==> config.mk <==
export PLATFORM = sky130hd
export DESIGN_NAME = prog_delay
export DESIGN_NICKNAME = d
export VERILOG_FILES = /design/src/rtl/delay_pkg.sv /design/src/rtl/delay_ram.sv /design/src/rtl/prog_delay.sv
export SDC_FILE = /design/constraint.sdc
export NUM_CORES = 1
export LEC_CHECK = 0
export ABC_AREA = 1
export CORE_ASPECT_RATIO = 1.2
export CORE_MARGIN = 2
export CORE_UTILIZATION = 30
export CTS_CLUSTER_DIAMETER = 40
export CTS_CLUSTER_SIZE = 40
export DETAILED_ROUTE_END_ITERATION = 6
export GPL_TIMING_DRIVEN = 0
export SYNTH_ARGS = -nofsm -noshare
export SYNTH_HDL_FRONTEND = slang
export SYNTH_HIERARCHICAL = 1
export SYNTH_SLANG_ARGS = --single-unit
==> constraint.sdc <==
create_clock -name clk_i -period 2.6 [get_ports clk_i]
set_input_delay 0.52 -clock clk_i [delete_from_list [all_inputs] [get_ports clk_i]]
set_output_delay 0.52 -clock clk_i [all_outputs]
set_load 0.05 [all_outputs]
==> src/rtl/delay_pkg.sv <==
// Shared width helpers and ring-buffer index arithmetic for the programmable delay line.
package delay_pkg;

  function automatic int unsigned ptr_w(input int unsigned max);
    return (max > 1) ? $clog2(max) : 1;
  endfunction

  function automatic int unsigned dly_w(input int unsigned max);
    return $clog2(max + 1);
  endfunction

  // Explicit wrap: depth need not be a power of two, so no bit truncation.
  function automatic int unsigned ring_sub(input int unsigned ptr, input int unsigned d,
                                           input int unsigned depth);
    return (ptr >= d) ? ptr - d : ptr + depth - d;
  endfunction

endpackage

==> src/rtl/delay_ram.sv <==
// Simple dual-port storage: synchronous write, asynchronous read (distributed RAM style).
module delay_ram #(
  parameter int unsigned DATA_W = 24,
  parameter int unsigned DEPTH  = 16,
  parameter int unsigned ADDR_W = 4
) (
  input  logic              clk,
  input  logic              we,
  input  logic [ADDR_W-1:0] waddr,
  input  logic [DATA_W-1:0] wdata,
  input  logic [ADDR_W-1:0] raddr,
  output logic [DATA_W-1:0] rdata
);

  logic [DATA_W-1:0] mem [DEPTH];

  always_ff @(posedge clk) begin
    if (we) mem[waddr] <= wdata;
  end

  assign rdata = mem[raddr];

endmodule

==> src/rtl/prog_delay.sv <==
// Multi-channel delay line with run-time programmable delay, stall and output-valid tracking.
module prog_delay
  import delay_pkg::*;
#(
  parameter int unsigned WIDTH      = 8,
  parameter int unsigned N_CH       = 3,
  parameter int unsigned MAX_CYCLES = 16,
  parameter int unsigned INIT_DELAY = 0,
  localparam int unsigned DW        = dly_w(MAX_CYCLES)
) (
  input  logic                  clk_i,
  input  logic                  rst_i,
  input  logic                  ce_i,
  input  logic [N_CH*WIDTH-1:0] data_i,
  input  logic [DW-1:0]         delay_i,
  input  logic                  delay_load_i,
  input  logic                  flush_i,
  output logic [N_CH*WIDTH-1:0] data_o,
  output logic                  valid_o,
  output logic [DW-1:0]         delay_o,
  output logic                  delay_err_o
);

  localparam int unsigned W_PTR  = ptr_w(MAX_CYCLES);
  localparam int unsigned DATA_W = N_CH * WIDTH;
  localparam logic [DW-1:0]    MAX_D    = DW'(MAX_CYCLES);
  localparam logic [DW-1:0]    INIT_D   = DW'(INIT_DELAY);
  localparam logic [W_PTR-1:0] LAST_PTR = W_PTR'(MAX_CYCLES - 1);

  logic [W_PTR-1:0]  wptr_q, wptr_d, rd_idx;
  logic [DW-1:0]     fill_q, fill_d, dly_q, dly_d;
  logic              err_q, err_d;
  logic [DATA_W-1:0] rd_data;
  int unsigned       rd_int;

  // Read index from registered state only, so a same-cycle write is never seen (read-old).
  always_comb begin
    rd_int = ring_sub(32'(wptr_q), 32'(dly_q), MAX_CYCLES);
    rd_idx = W_PTR'(rd_int);
  end

  always_comb begin
    wptr_d = wptr_q;
    fill_d = fill_q;
    dly_d  = dly_q;
    err_d  = err_q;
    if (ce_i) wptr_d = (wptr_q == LAST_PTR) ? '0 : wptr_q + W_PTR'(1);
    if (flush_i) begin
      fill_d = '0;
    end else if (ce_i && (fill_q != MAX_D)) begin
      fill_d = fill_q + DW'(1);
    end
    if (delay_load_i) begin
      if (delay_i > MAX_D) begin
        dly_d = MAX_D;
        err_d = 1'b1;
      end else begin
        dly_d = delay_i;
      end
    end
  end

  always_ff @(posedge clk_i) begin
    if (rst_i) begin
      wptr_q <= '0;
      fill_q <= '0;
      dly_q  <= INIT_D;
      err_q  <= 1'b0;
    end else begin
      wptr_q <= wptr_d;
      fill_q <= fill_d;
      dly_q  <= dly_d;
      err_q  <= err_d;
    end
  end

  delay_ram #(
    .DATA_W (DATA_W),
    .DEPTH  (MAX_CYCLES),
    .ADDR_W (W_PTR)
  ) u_ram (
    .clk   (clk_i),
    .we    (ce_i & ~rst_i),
    .waddr (wptr_q),
    .wdata (data_i),
    .raddr (rd_idx),
    .rdata (rd_data)
  );

  assign data_o      = (dly_q == '0) ? data_i : rd_data;
  assign valid_o     = (dly_q == '0) || (fill_q >= dly_q);
  assign delay_o     = dly_q;
  assign delay_err_o = err_q;

endmodule

-- Word-level counts from Yosys, hierarchy flattened
Memory sizes are Yosys's and may differ from the RTL's.
Cells that the tools add are included.
- add/subtract/negate cells: 5
- multiply operators: 0
- divide/modulo/power cells: 0
- magnitude comparators: 3
- equality and inequality tests: 2
- shifts and indexed selects: 0
- muxes and demuxes: 6
- bitwise operators: 2
- reduce and logical (&&, ||, !) cells: 5
- operators with widths (operator ; number):
    $mux 24 ; 1
    $add 4x1->4 const B ; 2
    $mux 4 ; 2
    $sub 4x4->4 ; 2
    $add 5x1->5 const B ; 1
    $ge 4x5->1 ; 1
    $ge 5x5->1 ; 1
    $gt 5x5->1 const B ; 1
    $logic_not 5->1 ; 1
    $mux 5 ; 1
    $ne 5x5->1 const B ; 1
    $eq 4x4->1 const B ; 1
    $mux 1 ; 2
    $reduce_and 2->1 ; 1
    $reduce_or 2->1 ; 1
    $and 1x1->1 ; 1
    $logic_and 1x1->1 ; 1
    $logic_or 1x1->1 ; 1
    $not 1->1 ; 1
- register bits: 15
- bits in latches: 0
- bits in writable memories: 384
- bits in read-only memories: 0
- input bits: 34
- output and inout bits: 31
- memories kept: 1
- memory list (name ; words ; width ; rd ports ; clocked after memory_dff ; write ports ; RTL line ; text):
    u_ram.mem ; 16 ; 24 ; 1 ; 0 ; 1 ; delay_ram.sv:15 ; logic [DATA_W-1:0] mem [DEPTH];

-- Depth between registers and ports, before layout
Gate-level depths: netlist (run 1).
An unclocked memory read counts as a cell.
- depth in word-level cells: 5
- gate-level depth with buffers: 15
- gate-level depth less buffers: 13

-- By module
The synthesis (run 1) kept the hierarchy.
- by module, submodules not included (module ; times used ; cells an instance ; area an instance (um^2)):
    delay_ram ; 1 ; 1573 ; 16470.8
    prog_delay ; 1 ; 218 ; 1318.8

-- Least setup slack after synthesis (run 1)
Ideal clock, no wire load.
- path kind: reg2out
- from: register dly_q[1] (netlist: delay_o[1])
- to: output data_o[10]
- arrival: 2777 ps
- data required time: 2080 ps
- setup slack: -697 ps
- cell stages (with the launch flop): 15
- cells stage by stage: dfxtp_1 inv_1 ha_1 inv_1 o21ai_0 nand2_1 nand3_1 nand2_1 clkbuf_1 inv_1 clkbuf_1 nand3_1 nand2_1 nand2_1 o21ai_0
- cells in the longest elaborated chain, start to end: 4
- elaborated cells on any way between the ends: 7
- classes of those cells: 2 x add/sub; 1 x order compare; 2 x mux; 1 x reduce/logical; 1 x memory
- ends and longest elaborated chain (what ; RTL line ; text):
    start, declared ; prog_delay.sv:31 ; logic [DW-1:0] fill_q, fill_d, dly_q, dly_d;
    start signal, assigned ; prog_delay.sv:72 ; dly_q <= dly_d;
    $sub 4x4->4 or $ge 4x5->1 (tied branches) ; delay_pkg.sv:15 ; return (ptr >= d) ? ptr - d : ptr + depth - d;
    $mux 4 (*) ; delay_pkg.sv:15 ;
    net rd_int[3] ; prog_delay.sv:34 ; int unsigned rd_int;
    $mem_v2 16x24 (*) ; - ;
    net rd_data[10] ; prog_delay.sv:33 ; logic [DATA_W-1:0] rd_data;
    $mux 24 (*) ; prog_delay.sv:90 ; assign data_o = (dly_q == '0) ? data_i : rd_data;
    end, declared ; prog_delay.sv:18 ; output logic [N_CH*WIDTH-1:0] data_o,
The timed path passes the listed nets; every way through them passes the cells marked *.

-- Worst setup path after layout (run 1)
- from: register wptr_q[0]
- to: output data_o[15]
- cells in the longest elaborated chain, start to end: 5
- elaborated cells on any way between the ends: 7
- classes of those cells: 3 x add/sub; 1 x order compare; 2 x mux; 1 x memory
- ends and longest elaborated chain (what ; RTL line ; text):
    start, declared ; prog_delay.sv:30 ; logic [W_PTR-1:0] wptr_q, wptr_d, rd_idx;
    start signal, assigned ; prog_delay.sv:70 ; wptr_q <= wptr_d;
    $add 4x1->4 ; delay_pkg.sv:15 ;
    $sub 4x4->4 ; delay_pkg.sv:15 ;
    $mux 4 (*) ; delay_pkg.sv:15 ;
    net rd_int[1] ; prog_delay.sv:34 ;
    $mem_v2 16x24 (*) ; - ;
    net rd_data[15] ; prog_delay.sv:33 ;
    $mux 24 (*) ; prog_delay.sv:90 ;
Marked as above.

==> results of run 1 <==
-- worst min-delay path by stage --
| stage | end | slack, ns | from | cells past startpoint |
|---|---|---|---|---|
| 2_1_floorplan | fill_q[0] | 0.50 | fill_q[0] | 2 |
| 3_3_place_gp | delay_err_o | 0.44 | delay_err_o | 2 |
| 3_5_place_dp | delay_err_o | 0.46 | delay_err_o | 2 |
| 4_1_cts | delay_err_o | 0.33 | delay_load_i | 3 |
| 5_1_grt | wptr_q[0] | 0.38 | ce_i | 4 |
| 6_report | wptr_q[0] | 0.34 | ce_i | 4 |
-- where the power goes --
group / switching, mW / leakage, nW / internal [mW] / total (mW)
Clock: 2.65 / 0.643 / 3.33 / 5.97
Sequential: 0.0219 / 3.59 / 7.09 / 7.11
Combinational: 2.80 / 5.23 / 1.47 / 4.26
-- Yosys cell counts, drive strengths merged --
master,n
ha,12
fa,1
a21oi,9
nor3,3
inv,349
nand3,298
nand4,3
clkbuf,14
dfxtp,15
edfxtp,384
a211oi,3
nor2,33
buf,71
a21boi,1
nand3b,2
o21ai,30
xnor2,1
nand2,562
-- layout make-up --
class | instances | area, sq um
fill | 5614 | 35900
sequential | 399 | 11800
multi-input combinational | 961 | 5120
inverter | 349 | 1330
timing repair buffer | 94 | 1170
clock buffer | 43 | 1010
tap | 792 | 991
buffer | 82 | 783
clock inverter | 29 | 354
antenna | 1 | 2.50
-- per-stage QoR --
step / std cells / util [%]
after global placement: 2646 / 33.7
final: 2750 / 38.6
after detailed placement: 2658 / 34.4
after CTS: 2746 / 38.3
after floorplan: 1791 / -
after global routing: 2749 / 38.6
-- metal layers --
layer  global-route usage, %  vias to the layer above  part of all wire (%)
met5                       0                        -                     0
met4                    8.40                        0                   5.0
met3                    2.62                      139                   7.4
met2                    30.8                      603                    50
met1                    21.0                     6267                    38
li1                        -                     6037                     -
-- repair_timing --
action | 4_1_cts | 5_1_grt
setup buffers | 14 | 4
cloned | 4 | 3
resized for setup | 365 | 61
pin swaps | 17 | 30
setup endpoints to repair | 45 | 73
-- worst max-delay path: stages (launching register included) --
cell	delay, ns
dfxtp_4	0.35
inv_2	0.04
ha_4	0.15
fa_2	0.56
clkinv_4	0.12
clkinv_8	0.09
buf_12	0.15
buf_6	0.12
buf_12	0.11
nand2_1	0.06
nand3_2	0.06
nand3_2	0.09
nand2_2	0.10
nand2_2	0.07
o21ai_4	0.08
buf_6	0.17
-- logic make-up after synthesis --
| group | Yosys count | synth area share [%] |
|---|---|---|
| AO/OA/AOI/OAI | 43 | 1.35 |
| buffers and inverters | 434 | 9.87 |
| AND/OR/NAND/NOR | 901 | 21.3 |
| XOR/XNOR | 1 | 0.0492 |
| flip-flops | 399 | 66.5 |
| adder cells (fa/ha/maj) | 13 | 0.957 |
-- state kept, by name (all words and copies together) (netlist names) --
signal	cells
fill_q	5
wptr_q	4
delay_err_o	1
u_ram/mem	384
delay_o	5
==> results.json, run 1 <==
{
  "status": "finished with violations",
  "violations": "negative setup slack",
  "powerDensity_nw_per_um2": 768,
  "port_buffers": 63,
  "cts_sinks": 399,
  "ctsHtreeMaxLevel": 2,
  "coreArea_sq_um": 58500,
  "ios": 65,
  "layout_common_cells": "nand2_1 (512), edfxtp_1 (384), inv_1 (342)",
  "die_y_um": 271,
  "yosysWarnings": 6,
  "cts-root-buf": "clkbuf_16",
  "postRouteAntennaNets": 0,
  "critPathLaunchType": "register",
  "fmaxAchievable_ghz": 0.292,
  "synth_fp_nets": 1838,
  "wl_per_cell_um": 19.9,
  "startpoint": "wptr_q[0]",
  "stdcell_area_sq_um": 22600,
  "yosys-top-cells-area": "edfxtp_1 (65%), nand2_1 (12%), nand3_1 (8.4%)",
  "min_path_type": "input port to register",
  "setup.worst_path.end": "data_o[15]",
  "placed_area_sq_um": 20100,
  "cp.arrival_ns": 2.90,
  "chipWidth_um": 226,
  "drt_iter0_drc": 1288,
  "hold_viol": 0,
  "timing.hold.ws_ns": 0.344,
  "gp_congestion": 0.820,
  "layout_commonest_cell": "nand2_1",
  "clockBufferDepth": 3,
  "peakVddDrop_uv": 510,
  "power_leakage_nw": 9.46,
  "grt_pass1_wl_mm": 79.4,
  "fin_nets": 1973,
  "synth_top_area_share_pct": 64.8,
  "grt_max_degree": 25,
  "cts_tree": "done",
  "drt_first_pass_iters": 7,
  "rr_endpoint": "u_ram/mem[5][7]",
  "yosys.area.top_type": "edfxtp_1",
  "yosysSeqAreaShare_pct": 66.5,
  "grtUsageTotal_pct": 17.6,
  "fin_crit_sh_pct": 132,
  "reg2reg_from": "wptr_q[2]",
  "path_class": "register to output pin",
  "insertion_delay_ns": 0.57,
  "pre_cts_slack_ns": -1.60,
  "worst_slew_pin_slew_ns": 1.01,
  "num_vias": 13046,
  "maxCapViolations": 0,
  "fin_ws_ns": -0.822,
  "ff2ff_path_depth": 2,
  "avgSynthCellArea_sq_um": 9.93,
  "path_max_fanout": 7,
  "area_growth_pct": 27.1,
  "grt_pass1_vias": 12896,
  "cts-buffers-inserted": 39,
  "worst_slew_margin_rel_pct": 32.5,
  "final_layout_size_suffix_gt1_share_pct": 19.3,
  "period_needed_ns": 3.42,
  "grt_overflow": 0,
  "synth_cell_type_count": 26,
  "die_area_sq_um": 61300,
  "initial_core_util_pct": 30.4,
  "crit_required_ns": 2.08,
  "row_count": 97,
  "drt_wl_total_mm": 54.7,
  "regToRegSetupSlack_ns": 0.26,
  "clk_pin_slew_ns": 0.06,
  "crit_path_end_kind": "output pin",
  "vias_per_cell": 4.74,
  "syn-instance-count": 1791,
  "antenna_found_initial": 1,
  "synth_area_sq_um": 17800,
  "hold_buffers": 0,
  "finalSetupViolCount": 24,
  "fin_setup_tns_ns": -18.75,
  "finalMaxSlewViolations": 0,
  "finalPower_mw": 17.4,
  "rsz0062_at_grt": "yes",
  "hpwl_mm": 34.5,
  "synth-seq-cells": 399,
  "fin_skew_ns": 0.0255,
  "drc": 0
}
(Power assumes the default switching activity.)
==> inputs of run 2 (changes only) <==
--- a/config.mk
+++ b/config.mk
@@ -12,6 +12,7 @@
 export CTS_CLUSTER_DIAMETER = 40
 export CTS_CLUSTER_SIZE = 40
 export DETAILED_ROUTE_END_ITERATION = 6
+export GPL_ROUTABILITY_DRIVEN = 1
 export GPL_TIMING_DRIVEN = 0
 export SYNTH_ARGS = -nofsm -noshare
 export SYNTH_HDL_FRONTEND = slang
==> results of run 2 <==
The final DEF is identical to that of run 1; final timing and power are the same.
